--- src/rtl/pc_increment_sequencer_if.sv ---
// Address-bus stage interface for pc_increment_sequencer.
// Carries the sequence request and jump-load inputs together with the driven address,
// register views and status pulses.
//   master : the controller side (drives start/pc_load/pc_load_val, observes the rest)
//   slave  : the sequencer itself
interface pc_increment_sequencer_if #(
  parameter int unsigned ADDR_WIDTH = 16
);
  logic                  start;
  logic                  pc_load;
  logic [ADDR_WIDTH-1:0] pc_load_val;
  logic [ADDR_WIDTH-1:0] addr_bus;
  logic                  addr_drive;
  logic [ADDR_WIDTH-1:0] pc;
  logic [ADDR_WIDTH-1:0] inc_reg;
  logic                  busy;
  logic                  done;
  logic                  wrap;

  modport master (
    output start,
    output pc_load,
    output pc_load_val,
    input  addr_bus,
    input  addr_drive,
    input  pc,
    input  inc_reg,
    input  busy,
    input  done,
    input  wrap
  );

  modport slave (
    input  start,
    input  pc_load,
    input  pc_load_val,
    output addr_bus,
    output addr_drive,
    output pc,
    output inc_reg,
    output busy,
    output done,
    output wrap
  );
endinterface

--- src/rtl/pc_increment_sequencer.sv ---
// PC increment sequencer: upstream stage of the address bus.
// Owns the PC and INC registers and the INC16 incrementer, and runs the relay-style
// sequence drive PC -> latch PC+1 into INC -> drive INC -> latch INC into PC.
// Each drive phase is held SETTLE_CYCLES cycles to model contact settling.
// A direct PC load (jump target) is accepted while idle.
// Ports:
//   clk  : system clock, all state on rising edge
//   rst  : synchronous active-high reset
//   bus  : slave modport of pc_increment_sequencer_if
//          start/pc_load/pc_load_val in; addr_bus/addr_drive/pc/inc_reg/busy/done/wrap out
module pc_increment_sequencer #(
  parameter int unsigned ADDR_WIDTH    = 16,
  parameter int unsigned SETTLE_CYCLES = 2
) (
  input  logic                     clk,
  input  logic                     rst,
  pc_increment_sequencer_if.slave  bus
);

  // Zero-length settle makes the drive phases meaningless; refuse to elaborate.
  if (SETTLE_CYCLES < 1) begin : gen_settle_check
    $fatal(1, "pc_increment_sequencer: SETTLE_CYCLES must be >= 1");
  end

  localparam int unsigned CntW = (SETTLE_CYCLES > 1) ? $clog2(SETTLE_CYCLES) : 1;
  localparam logic [CntW-1:0] CntLoad = CntW'(SETTLE_CYCLES - 1);

  typedef enum logic [2:0] {
    StIdle,
    StDrivePc,
    StLatchInc,
    StDriveInc,
    StLatchPc
  } state_e;

  state_e state_q, state_d;

  logic [CntW-1:0]       cnt_q, cnt_d;
  logic [ADDR_WIDTH-1:0] pc_q, pc_d;
  logic [ADDR_WIDTH-1:0] inc_q, inc_d;
  logic                  carry_q, carry_d;
  logic                  done_q, done_d;
  logic                  wrap_q, wrap_d;

  logic [ADDR_WIDTH-1:0] addr_bus;
  logic                  addr_drive;
  logic [ADDR_WIDTH:0]   inc_sum;

  // Load has priority over start in IDLE; both are ignored in any other state.
  logic idle_load, idle_start;
  assign idle_load  = (state_q == StIdle) && bus.pc_load;
  assign idle_start = (state_q == StIdle) && !bus.pc_load && bus.start;

  // Incrementer works on the driven bus value; the extra bit is the carry used only for wrap.
  assign inc_sum = {1'b0, addr_bus} + {{ADDR_WIDTH{1'b0}}, 1'b1};

  // ---------------------------------------------------------------------------
  // FSM state register
  // ---------------------------------------------------------------------------
  always_ff @(posedge clk) begin
    if (rst) begin
      state_q <= StIdle;
    end else begin
      state_q <= state_d;
    end
  end

  // ---------------------------------------------------------------------------
  // FSM next-state logic
  // ---------------------------------------------------------------------------
  always_comb begin
    state_d = state_q;
    unique case (state_q)
      StIdle: begin
        if (idle_start) begin
          state_d = StDrivePc;
        end
      end
      StDrivePc: begin
        if (cnt_q == '0) begin
          state_d = StLatchInc;
        end
      end
      StLatchInc: begin
        state_d = StDriveInc;
      end
      StDriveInc: begin
        if (cnt_q == '0) begin
          state_d = StLatchPc;
        end
      end
      StLatchPc: begin
        state_d = StIdle;
      end
      default: begin
        state_d = StIdle;
      end
    endcase
  end

  // ---------------------------------------------------------------------------
  // FSM outputs: bus drive is a pure function of state, forced to 0 when idle
  // ---------------------------------------------------------------------------
  always_comb begin
    addr_drive = 1'b0;
    addr_bus   = '0;
    unique case (state_q)
      StDrivePc, StLatchInc: begin
        addr_drive = 1'b1;
        addr_bus   = pc_q;
      end
      StDriveInc, StLatchPc: begin
        addr_drive = 1'b1;
        addr_bus   = inc_q;
      end
      default: begin
        addr_drive = 1'b0;
        addr_bus   = '0;
      end
    endcase
  end

  // ---------------------------------------------------------------------------
  // Datapath next-state: settle counter, PC, INC, carry and status pulses
  // ---------------------------------------------------------------------------
  always_comb begin
    cnt_d   = cnt_q;
    pc_d    = pc_q;
    inc_d   = inc_q;
    carry_d = carry_q;
    done_d  = 1'b0;
    wrap_d  = 1'b0;

    unique case (state_q)
      StIdle: begin
        if (idle_load) begin
          pc_d = bus.pc_load_val;
        end else if (idle_start) begin
          cnt_d = CntLoad;
        end
      end
      StDrivePc, StDriveInc: begin
        if (cnt_q != '0) begin
          cnt_d = cnt_q - 1'b1;
        end
      end
      StLatchInc: begin
        inc_d   = inc_sum[ADDR_WIDTH-1:0];
        carry_d = inc_sum[ADDR_WIDTH];
        cnt_d   = CntLoad;
      end
      StLatchPc: begin
        pc_d   = inc_q;
        done_d = 1'b1;
        // Carry out of the incrementer is set exactly when INC rolled over to 0.
        wrap_d = carry_q;
      end
      default: begin
        cnt_d = '0;
      end
    endcase
  end

  always_ff @(posedge clk) begin
    if (rst) begin
      cnt_q   <= '0;
      pc_q    <= '0;
      inc_q   <= '0;
      carry_q <= 1'b0;
      done_q  <= 1'b0;
      wrap_q  <= 1'b0;
    end else begin
      cnt_q   <= cnt_d;
      pc_q    <= pc_d;
      inc_q   <= inc_d;
      carry_q <= carry_d;
      done_q  <= done_d;
      wrap_q  <= wrap_d;
    end
  end

  assign bus.addr_bus   = addr_bus;
  assign bus.addr_drive = addr_drive;
  assign bus.pc         = pc_q;
  assign bus.inc_reg    = inc_q;
  assign bus.busy       = (state_q != StIdle);
  assign bus.done       = done_q;
  assign bus.wrap       = wrap_q;

endmodule
--- src/flat_wrapper.sv ---
// flat-port wrapper written by rule: the top's interface ports become plain ports
module pc_increment_sequencer_flat 
#(
  parameter int unsigned ADDR_WIDTH    = 16,
  parameter int unsigned SETTLE_CYCLES = 2
)
  (clk, rst, bus_start, bus_pc_load, bus_pc_load_val, bus_addr_bus, bus_addr_drive, bus_pc, bus_inc_reg, bus_busy, bus_done, bus_wrap);
  pc_increment_sequencer_if #(.ADDR_WIDTH(ADDR_WIDTH)) bus_i ();
  input  logic clk;
  input  logic rst;
  input wire logic [$bits(bus_i.start)-1:0] bus_start;
  input wire logic [$bits(bus_i.pc_load)-1:0] bus_pc_load;
  input wire logic [$bits(bus_i.pc_load_val)-1:0] bus_pc_load_val;
  output wire logic [$bits(bus_i.addr_bus)-1:0] bus_addr_bus;
  output wire logic [$bits(bus_i.addr_drive)-1:0] bus_addr_drive;
  output wire logic [$bits(bus_i.pc)-1:0] bus_pc;
  output wire logic [$bits(bus_i.inc_reg)-1:0] bus_inc_reg;
  output wire logic [$bits(bus_i.busy)-1:0] bus_busy;
  output wire logic [$bits(bus_i.done)-1:0] bus_done;
  output wire logic [$bits(bus_i.wrap)-1:0] bus_wrap;
  assign bus_i.start = bus_start;
  assign bus_i.pc_load = bus_pc_load;
  assign bus_i.pc_load_val = bus_pc_load_val;
  assign bus_addr_bus = bus_i.addr_bus;
  assign bus_addr_drive = bus_i.addr_drive;
  assign bus_pc = bus_i.pc;
  assign bus_inc_reg = bus_i.inc_reg;
  assign bus_busy = bus_i.busy;
  assign bus_done = bus_i.done;
  assign bus_wrap = bus_i.wrap;
  pc_increment_sequencer #(.ADDR_WIDTH(ADDR_WIDTH), .SETTLE_CYCLES(SETTLE_CYCLES)) u_core (.clk(clk), .rst(rst), .bus(bus_i));
endmodule
--- config.mk ---
export PLATFORM = sky130hd
export DESIGN_NAME = pc_increment_sequencer_flat
export DESIGN_NICKNAME = d
export VERILOG_FILES = /design/src/rtl/pc_increment_sequencer_if.sv /design/src/rtl/pc_increment_sequencer.sv /design/src/flat_wrapper.sv
export SDC_FILE = /design/constraint.sdc
export NUM_CORES = 1
export LEC_CHECK = 0
export ABC_AREA = 1
export BUFFER_PORTS_ARGS = -buffer_cell sky130_fd_sc_hd__clkbuf_2
export CAP_MARGIN = 40
export CORE_ASPECT_RATIO = 0.75
export CORE_MARGIN = 4
export CORE_UTILIZATION = 56
export CTS_CLUSTER_SIZE = 8
export DETAILED_ROUTE_END_ITERATION = 8
export PLACE_DENSITY = 0.92
export SETUP_SLACK_MARGIN = 0.5
export SYNTH_ARGS = -nofsm -noshare
export SYNTH_HDL_FRONTEND = slang
export SYNTH_SLANG_ARGS = --single-unit
--- constraint.sdc ---
create_clock -name clk -period 3 [get_ports clk]
set_input_delay 0.6 -clock clk [delete_from_list [all_inputs] [get_ports clk]]
set_output_delay 0.6 -clock clk [all_outputs]
set_load 0.02 [all_outputs]
==> results.cfg <==
[outcome]
outcome = complete, no violations

[die]
rows = 20
die_width_um = 83.6
die_h_um = 64.7
start_util_pct = 58.5
dieArea_sq_mm = 0.00541
pin_count = 72
placeableCoreArea_sq_mm = 0.00410

[timing]
drv_slew = 0
fin_crit_sh_pct = 79.6
worstMarginPinSlew_ns = 0.753
fmax_mhz = 419
fin_ws_ns = 0.613
hold_viol_final = 0
setup_tns_ns = 0
finClkSkew_ns = 0.00981
setup_viol = 0
rsz0062_at_grt = false
fin_crit_ns = 2.39
relSlewSlack_pct = 49.8

[finish]
antenna_cells = 0
fillCellCount = 338
fin_nets = 443
synthToLayoutAreaGrowth_pct = 20.5
layout-drive-gt1-share_pct = 32.2
postLayoutCoreUtil_pct = 70.5

[setup_path]
reg2reg_depth = 13
cp.required_ns = 2.40
cp-end-kind = output pin
crit_cells = 6
path_common_cell = nand2_4
crit_buf_inv = 1
critPathKind = reg -> out
path_delay_family = simple AND/OR/NAND/NOR gates
cp.arrival_ns = 1.79
rr_endpoint = u_core.bus.inc_reg[8]
cp_cell_sequence = nor2_2 > nand2_4 > nand2_4 > nand2_1 > nand2_4 > clkbuf_2
max_stage_delay_ns = 0.39
cp_slowest_cell = dfxtp_1
reg2reg_from = u_core.state_q[0]
cp_max_fo = 17
startpoint_type = flop
ff2ff_setup_slack_ns = 0.72

[power_and_ir_drop]
p_seq_share_pct = 34.2
powerDensity_mw_per_mm2 = 787
p_clk_share_pct = 23.1
swShare_pct = 44.9
cellLeakagePower_nw = 1.40
p_int_mw = 1.26
irDropWorstVdd_mv = 0.446
switchingPower_mw = 1.02
power_frac_comb_pct = 42.7

[global_routing]
grt_pass1_wl_um = 11700
grtUsageTotal_pct = 26.7
grt_max_degree = 36
grt_pass1_vias = 2402
antenna_found_initial = 0
grt_remaining_overflow = 0

[yosys]
synth_common_cells = nand2_1, nor2_1, dfxtp_1, a21oi_1, nand3_1
synthArstFlopShare_pct = 0
syn_area_per_cell_sq_um = 6.73
synthCells = 357
synth-edff-count = 0
ys_ff_latch = 39
ys_types = 30
synth_top_area_share_pct = 32.5
synth_area_sq_mm = 0.00240
synth-seq-area-share_pct = 32.5
yosys_warnings = 0
ys_top_cells_by_area = dfxtp_1, nand2_1, a21oi_1
synth.most_common_cell = nand2_1
synth_top_area_cell = dfxtp_1
synth_nets = 378
synth_ff_type = dfxtp_1

[worst_hold_path]
holdPathStages = 2
holdPathEnd = u_core.cnt_q
min_from = u_core.cnt_q
hold_class = reg -> reg

[placed_design]
pre_cts_ws_ns = 0.554
portBuffers = 71
dp_hpwl_um = 5340
globalplace.congestion = 0.924

[clock_tree]
cts_tree = yes
cts_root_buf = clkbuf_8
clock_latency_ns = 0.29
path_clk_slew_ns = 0.08
numCtsBuffers = 5
htreeDepth = 2
clock-sinks = 39
hold_buffers = 0
clockBufferDepth = 2

[drt]
dr.pass1.iters = 5
drtIter0Drc = 301
vias_per_cell = 5.59
drc = 0
routedWlPerCell_um = 15.0
wirelength_um = 7170
routed-via-count = 2674
ant_nets = 0

[run]
maxCapViolCount = 0
-- timing repair --
| action | 4_1_cts | 5_1_grt |
|---|---|---|
| buffers inserted | 1 | 0 |
| resized for setup | 0 | 1 |
| pin swaps | 1 | 0 |
| setup endpoints to repair | 16 | 12 |
-- metal layers --
metal	vias to the layer above	global-route usage [%]	wire length, um
met1	1229	38.2	3030
met4	0	7.63	94
li1	1271	-	-
met3	15	5.08	797
met2	159	41.1	3250
met5	-	0	0
-- worst reg2reg max path: stages (launching register included) --
cell and delay, ns:
dfxtp_1 0.39, nor2_2 0.22, nand2_4 0.14, nand2_4 0.26
nand2_1 0.11, nand2_2 0.14, ha_1 0.19, nand2_1 0.15
nor2_4 0.18, nand2_2 0.09, nand2_1 0.10, nand3_1 0.09
nand2_1 0.09, inv_1 0.03
-- cells in the final DEF, fill, tap and decap left out, types with 3 or more instances in the layout --
master    count
nor2_1       49
buf_4         3
clkbuf_8      5
a21oi_1      37
inv_1        28
dfxtp_1      38
nand2_1      70
nand2_4      10
o21ai_0       8
xor2_1        4
clkbuf_2     71
nand3_1      34
nor2_4        6
nand2_2      27
nor2_2        5
nand4_1       6
-- how the worst max path moves through the flow --
stage | start | to | slack [ns]
finish | u_core.state_q[0] | bus_addr_bus[6] | 0.61
floorplan | u_core.state_q[2] | u_core.bus.inc_reg[14] | 1.03
global placement | u_core.state_q[0] | u_core.bus.inc_reg[8] | 0.70
global route | u_core.state_q[0] | bus_addr_bus[15] | 0.55
CTS | u_core.state_q[2] | bus_addr_bus[6] | 0.57
detailed placement | u_core.state_q[0] | u_core.bus.inc_reg[14] | 0.55
-- layout make-up --
cell class | instances | area, sq um | area share, %
flip-flops and latches | 39 | 782 | 27.0
multi-input cells | 271 | 1420 | 48.9
well taps | 55 | 68.8 | 2.38
repair buffers | 74 | 378 | 13.1
inverters | 31 | 116 | 4.02
clock inverters | 2 | 60.1 | 2.08
clock buffers | 6 | 72.6 | 2.51
-- power by group through the flow --
stage | combinational [mW] | sequential, mW | clock (mW)
6_report | 0.973 | 0.778 | 0.526
5_1_grt | 1.06 | 0.791 | 0.556
4_1_cts | 0.967 | 0.771 | 0.525
3_5_place_dp | 0.951 | 0.782 | 0
3_3_place_gp | 0.924 | 0.776 | 0
2_1_floorplan | 0.611 | 0.855 | 0
-- stage by stage --
step                      instances  area (sq um)  hold slack (ns)  total power [mW]
after CTS                       478          2890            0.469              2.26
after global placement          469          2750            0.452              1.70
after detailed placement        469          2750            0.457              1.73
after global routing            478          2890            0.506              2.41
after floorplan                 357          2400            0.440              1.47
final                           478          2890            0.477              2.28
-- cell families (layout without fill, tap and decap cells) --
logic type               Yosys count  count (layout)  share of synthesized area (%)
AND/OR/NAND/NOR                  212             212                           44.9
XOR/XNOR                           4               4                           1.46
adder cells (fa/ha/maj)            1               1                          0.521
buffers and inverters             47             113                           8.70
flip-flops                        39              39                           32.5
AO/OA/AOI/OAI                     54              54                           11.9
Power figures use the tool's default switching activity.
